File: config.mk
export PLATFORM = sky130hd
export DESIGN_NAME = dram_read_scheduler
export DESIGN_NICKNAME = d
export VERILOG_FILES = /design/src/rtl/dram_read_scheduler.sv
export SDC_FILE = /design/constraint.sdc
export NUM_CORES = 1
export LEC_CHECK = 0
export BUFFER_PORTS_ARGS = -buffer_cell sky130_fd_sc_hd__buf_2
export CORE_MARGIN = 8
export CORE_UTILIZATION = 50
export CTS_CLUSTER_SIZE = 24
export DETAILED_ROUTE_END_ITERATION = 7
export PLACE_DENSITY = 0.75
export REMOVE_ABC_BUFFERS = 1
export SETUP_SLACK_MARGIN = 0.02
export SYNTH_ARGS = -nofsm -noshare
export SYNTH_HDL_FRONTEND = slang
export SYNTH_SLANG_ARGS = --single-unit
File: constraint.sdc
create_clock -name clk -period 2.9 [get_ports clk]
set_input_delay 0.145 -clock clk [delete_from_list [all_inputs] [get_ports clk]]
set_output_delay 0.145 -clock clk [all_outputs]
set_load 0.02 [all_outputs]
File: src/rtl/dram_read_scheduler.sv
// Read-request scheduler in front of a single-bank DRAM model: FIFO-buffers client rows,
// issues them one at a time to the bank and returns tagged responses in request order.
module dram_read_scheduler #(
  parameter int unsigned DEPTH   = 4,
  parameter int unsigned ROW_W   = 4,
  parameter int unsigned DATA_W  = 16,
  parameter int unsigned TIMEOUT = 8
) (
  input  logic              clk,
  input  logic              rst,
  input  logic              req_valid,
  input  logic [ROW_W-1:0]  req_row,
  output logic              req_ready,
  output logic [ROW_W-1:0]  bank_row_no,
  output logic              bank_input_valid,
  input  logic              bank_output_valid,
  input  logic [DATA_W-1:0] bank_row_data,
  output logic              resp_valid,
  output logic [ROW_W-1:0]  resp_row,
  output logic [DATA_W-1:0] resp_data,
  output logic [1:0]        resp_latency,
  output logic              resp_err,
  output logic              busy
);

  localparam int unsigned PTR_W = $clog2(DEPTH);
  localparam int unsigned CNT_W = PTR_W + 1;
  localparam int unsigned LAT_W = $clog2(TIMEOUT);
  localparam logic [CNT_W-1:0] FULL     = CNT_W'(DEPTH);
  localparam logic [LAT_W-1:0] LAT_LAST = LAT_W'(TIMEOUT - 1);

  typedef enum logic [1:0] {
    S_IDLE,
    S_WAIT,
    S_RECOVER
  } state_t;

  state_t state, state_d;

  logic [ROW_W-1:0] mem [DEPTH];
  logic [PTR_W-1:0] wr_ptr, rd_ptr;
  logic [CNT_W-1:0] count;
  logic [LAT_W-1:0] lat;
  logic [1:0]       lat_sat;
  logic             push, pop, rsp_ok, rsp_to;

  // A full FIFO refuses a push even when IDLE pops in the same cycle.
  assign req_ready = (count != FULL);
  assign push      = req_valid && req_ready;
  assign busy      = (state != S_IDLE) || (count != '0);
  assign lat_sat   = (lat > LAT_W'(3)) ? 2'd3 : lat[1:0];

  always_comb begin
    state_d = state;
    pop     = 1'b0;
    rsp_ok  = 1'b0;
    rsp_to  = 1'b0;
    case (state)
      S_IDLE: begin
        if (count != '0) begin
          pop     = 1'b1;
          state_d = S_WAIT;
        end
      end
      S_WAIT: begin
        if (bank_output_valid) begin
          rsp_ok  = 1'b1;
          state_d = S_RECOVER;
        end else if (lat == LAT_LAST) begin
          rsp_to  = 1'b1;
          state_d = S_RECOVER;
        end
      end
      S_RECOVER: state_d = S_IDLE;
      default:   state_d = S_IDLE;
    endcase
  end

  always_ff @(posedge clk or posedge rst) begin
    if (rst) state <= S_IDLE;
    else     state <= state_d;
  end

  always_ff @(posedge clk) begin
    if (push) mem[wr_ptr] <= req_row;
  end

  always_ff @(posedge clk or posedge rst) begin
    if (rst) begin
      wr_ptr <= '0;
      rd_ptr <= '0;
      count  <= '0;
    end else begin
      if (push) wr_ptr <= wr_ptr + 1'b1;
      if (pop)  rd_ptr <= rd_ptr + 1'b1;
      case ({push, pop})
        2'b10:   count <= count + 1'b1;
        2'b01:   count <= count - 1'b1;
        default: count <= count;
      endcase
    end
  end

  // Strobes are recomputed every cycle, so both pulses are exactly one cycle wide.
  always_ff @(posedge clk or posedge rst) begin
    if (rst) begin
      bank_input_valid <= 1'b0;
      bank_row_no      <= '0;
      lat              <= '0;
      resp_valid       <= 1'b0;
      resp_row         <= '0;
      resp_data        <= '0;
      resp_latency     <= '0;
      resp_err         <= 1'b0;
    end else begin
      bank_input_valid <= pop;
      resp_valid       <= rsp_ok || rsp_to;
      if (pop) begin
        bank_row_no <= mem[rd_ptr];
        lat         <= '0;
      end else if (state == S_WAIT && !rsp_ok && !rsp_to) begin
        lat <= lat + 1'b1;
      end
      if (rsp_ok) begin
        resp_row     <= bank_row_no;
        resp_data    <= bank_row_data;
        resp_latency <= lat_sat;
        resp_err     <= 1'b0;
      end else if (rsp_to) begin
        resp_row     <= bank_row_no;
        resp_data    <= '0;
        resp_latency <= 2'd3;
        resp_err     <= 1'b1;
      end
    end
  end

endmodule

==> flow_summary.yaml <==
worst_hold_path:
  hp-start: "req_row[2]"
  hold_end: "mem[2][2]"
  hold_path_depth: 1
  holdCritPathClass: "in -> reg"
global_routing:
  grt_pass1_vias: 1487
  grt_max_degree: 42
  grt_pass1_wl_mm: 7.23
  globalRouteOverflowTotal: 0
  antenna_found_initial: 0
  grtUsageTotal_pct: 13.0
finish:
  multi_input_comb_area_um2: 727
  final_cell_mix: "54 x buf_2, 41 x dfrtp_1, 16 x a22o_1, 16 x edfxtp_1, 11 x clkbuf_8"
  seqCellArea_um2: 1510
  insertedDiodeCount: 0
  area_delta_synth_final_pct: 23.6
  post-route-util_pct: 64.6
  drive_gt1_share_pct: 44.5
  fin_nets: 238
  layout_commonest_cell: "buf_2"
  n_fill_cell: 333
  final_area_um2: 2850
floorplanning:
  die_w_um: 83.9
  die_y_um: 83.9
  die-area_um2: 7040
  initial_utilization_pct: 52.3
  pin_count: 55
  core_um2: 4410
  rows: 24
cts:
  cts_made_buffers: 9
  cts_sinks: 57
  post_cts_buffers: 0
  cts-root-buf: "clkbuf_8"
  clock_latency_ps: 330
  post_cts_resize_count: 0
  clkSlewWorstSetupHoldPaths_ps: 70
  cts_tree: "built"
  cts_buffer_depth: 2
  h-tree-depth: 3
critical_path:
  worstRegToRegCells: 9
  path_max_fanout: 6
  slowest_stage: "dfrtp_1"
  max_stage_delay_ps: 420
  reg2reg_from: "count[0]"
  worst_setup_path_end_kind: "flop"
  path_buf_inv: 2
  criticalPathCategory: "reg -> reg"
  cp_top_family: "simple AND/OR/NAND/NOR gates"
  reg2reg_slack_ps: 660
  cp_cell_sequence: "or3b_4 > and2_4 > inv_1 > ha_1 > inv_1 > fa_1 > xor2_1 > nor2_1 > xor2_1"
  arrival_ps: 2480
  rr_endpoint: "count[2]"
  required_ps: 3140
  cp-start-kind: "flop"
pwr:
  pwr-share-comb_pct: 37.3
  cellPowerDensity_nw_per_um2: 1220
  power.leakage_nw: 1.35
  p_sw_share_pct: 34.6
  p_sw_w: 0.00120
  clkPwrFrac_pct: 23.6
  ir_drop_mv: 0.538
  seqPwrFrac_pct: 39.2
  intPower_w: 0.00227
route:
  vias: 1384
  drc: 0
  vias_per_cell: 5.26
  routedWlPerCell_um: 16.7
  drtAntennaViolNets: 0
  first_iter_violations: 55
  wl_mm: 4.40
  drt_first_pass_iters: 4
sta:
  tightest_slew_ps: 579
  timing.final.crit_period_ps: 2240
  whs_ps: 31.0
  hold_viol: 0
  min_period_over_period_pct: 77.1
  setup_viol: 0
  clock_skew_ps: 9.41
  drv_slew: 0
  tns_ps: 0
  rsz0062_at_grt: "false"
  relSlewSlack_pct: 61.4
  fmax_mhz: 447
synthesis:
  ys_warn_count: 0
  syn_inst: 143
  synth_cell_types: 30
  ys_seq_elements: 57
  syn_area_um2: 2310
  synth_seq_area_share_pct: 65.3
  syn_avg_cell_area_um2: 16.1
placed_design:
  postPlaceCellArea_um2: 2620
  gp_congestion: 0.746
  io_buffers: 54
  hpwl_mm: 3.24
status:
  status: "finished, final reports clean"
run:
  cap_viol_max_count: 0
per-stage QoR:
| stage | power, W | std cells | worst slack [ps] |
|---|---|---|---|
| 6_report | 0.00348 | 263 | 664 |
| 3_5_place_dp | 0.00269 | 246 | 655 |
| 2_1_floorplan | 0.00226 | 138 | 799 |
| 4_1_cts | 0.00352 | 263 | 639 |
| 3_3_place_gp | 0.00262 | 246 | 813 |
| 5_1_grt | 0.00369 | 263 | 545 |
power groups by stage:
stage | Combinational, W | Sequential, W | Clock, W
CTS | 0.00132 | 0.00136 | 0.000837
global route | 0.00141 | 0.00140 | 0.000872
floorplan | 0.000690 | 0.00158 | 0
finish | 0.00130 | 0.00136 | 0.000819
global placement | 0.00127 | 0.00135 | 0
detailed placement | 0.00131 | 0.00138 | 0
worst register-to-register path: cells and delay by family (launching register included):
| family | cells | cell delay (ps) |
|---|---|---|
| xor+xnor | 2 | 320 |
| flops | 1 | 420 |
| simple gates | 3 | 730 |
| buf+inv | 2 | 120 |
| fa+ha+maj | 2 | 540 |
per-layer routing:
| metal | wire length, um | vias up | global-route usage [%] |
|---|---|---|---|
| li1 | - | 644 | - |
| met2 | 2080 | 51 | 20.4 |
| met5 | 0 | - | 0 |
| met3 | 406 | 9 | 7.03 |
| met4 | 80 | 0 | 6.59 |
| met1 | 1840 | 680 | 13.9 |
sequential cells by signal, summed over array words and instances (netlist names), 2 cells and up:
name,count
mem,16
resp_data,16
bank_row_no,4
resp_row,4
count,3
lat,3
rd_ptr,2
resp_latency,2
state,2
wr_ptr,2
what timing repair did:
action / in CTS / in global routing
setup endpoints to repair: 0 / 0
hold buffers: 1 / 0
hold endpoints to repair: 41 / 0
how the worst max path moves through the flow:
stage | start | to | slack [ps] | cells after the start
2_1_floorplan | count[0] | count[2] | 800 | 9
4_1_cts | count[0] | count[2] | 640 | 9
3_5_place_dp | state[1] | count[2] | 660 | 7
6_report | count[0] | count[2] | 660 | 9
3_3_place_gp | state[1] | count[2] | 810 | 7
5_1_grt | state[1] | count[2] | 550 | 7
layout make-up:
class / instances / area share (%)
clock buffer: 13 / 5.57
clock inverter: 3 / 2.28
inverter: 9 / 1.18
multi-input combinational: 72 / 25.5
sequential: 57 / 52.8
tap: 52 / 2.28
timing repair buffer: 57 / 10.4
cell families (layout without fill, tap and decap cells):
| family | after synthesis | after routing | synth area share (%) |
|---|---|---|---|
| DFF | 57 | 57 | 65.3 |
| and+or+nand+nor | 21 | 21 | 6.89 |
| AOI/OAI and AO/OA | 20 | 20 | 7.54 |
| muxes | 16 | 16 | 9.76 |
| buffers and inverters | 14 | 82 | 3.20 |
| adders and majority gates | 8 | 8 | 4.66 |
| xor gates and xnor gates | 7 | 7 | 2.66 |
synthesized netlist by cell type, drive strengths merged:
library cell / number / share of area (%)
nor2: 6 / 0.98
nor2b: 1 / 0.60
nor4b: 1 / 1.0
fa: 1 / 0.87
nand2: 2 / 0.33
and3: 4 / 1.3
xnor2: 4 / 1.5
dfrtp: 41 / 44
nand3b: 1 / 0.33
and2: 2 / 0.65
o32a: 2 / 0.87
inv: 9 / 1.5
o21ai: 1 / 0.38
ha: 7 / 3.8
or3b: 1 / 0.49
mux4: 4 / 3.9
edfxtp: 16 / 21
xor2: 3 / 1.1
a21oi: 1 / 0.22
mux2i: 3 / 1.3
or2: 1 / 0.27
nor3: 2 / 0.92
a22o: 16 / 6.1
buf: 5 / 1.7
mux2: 9 / 4.6
Note: power is estimated with default switching activity, not from simulation.
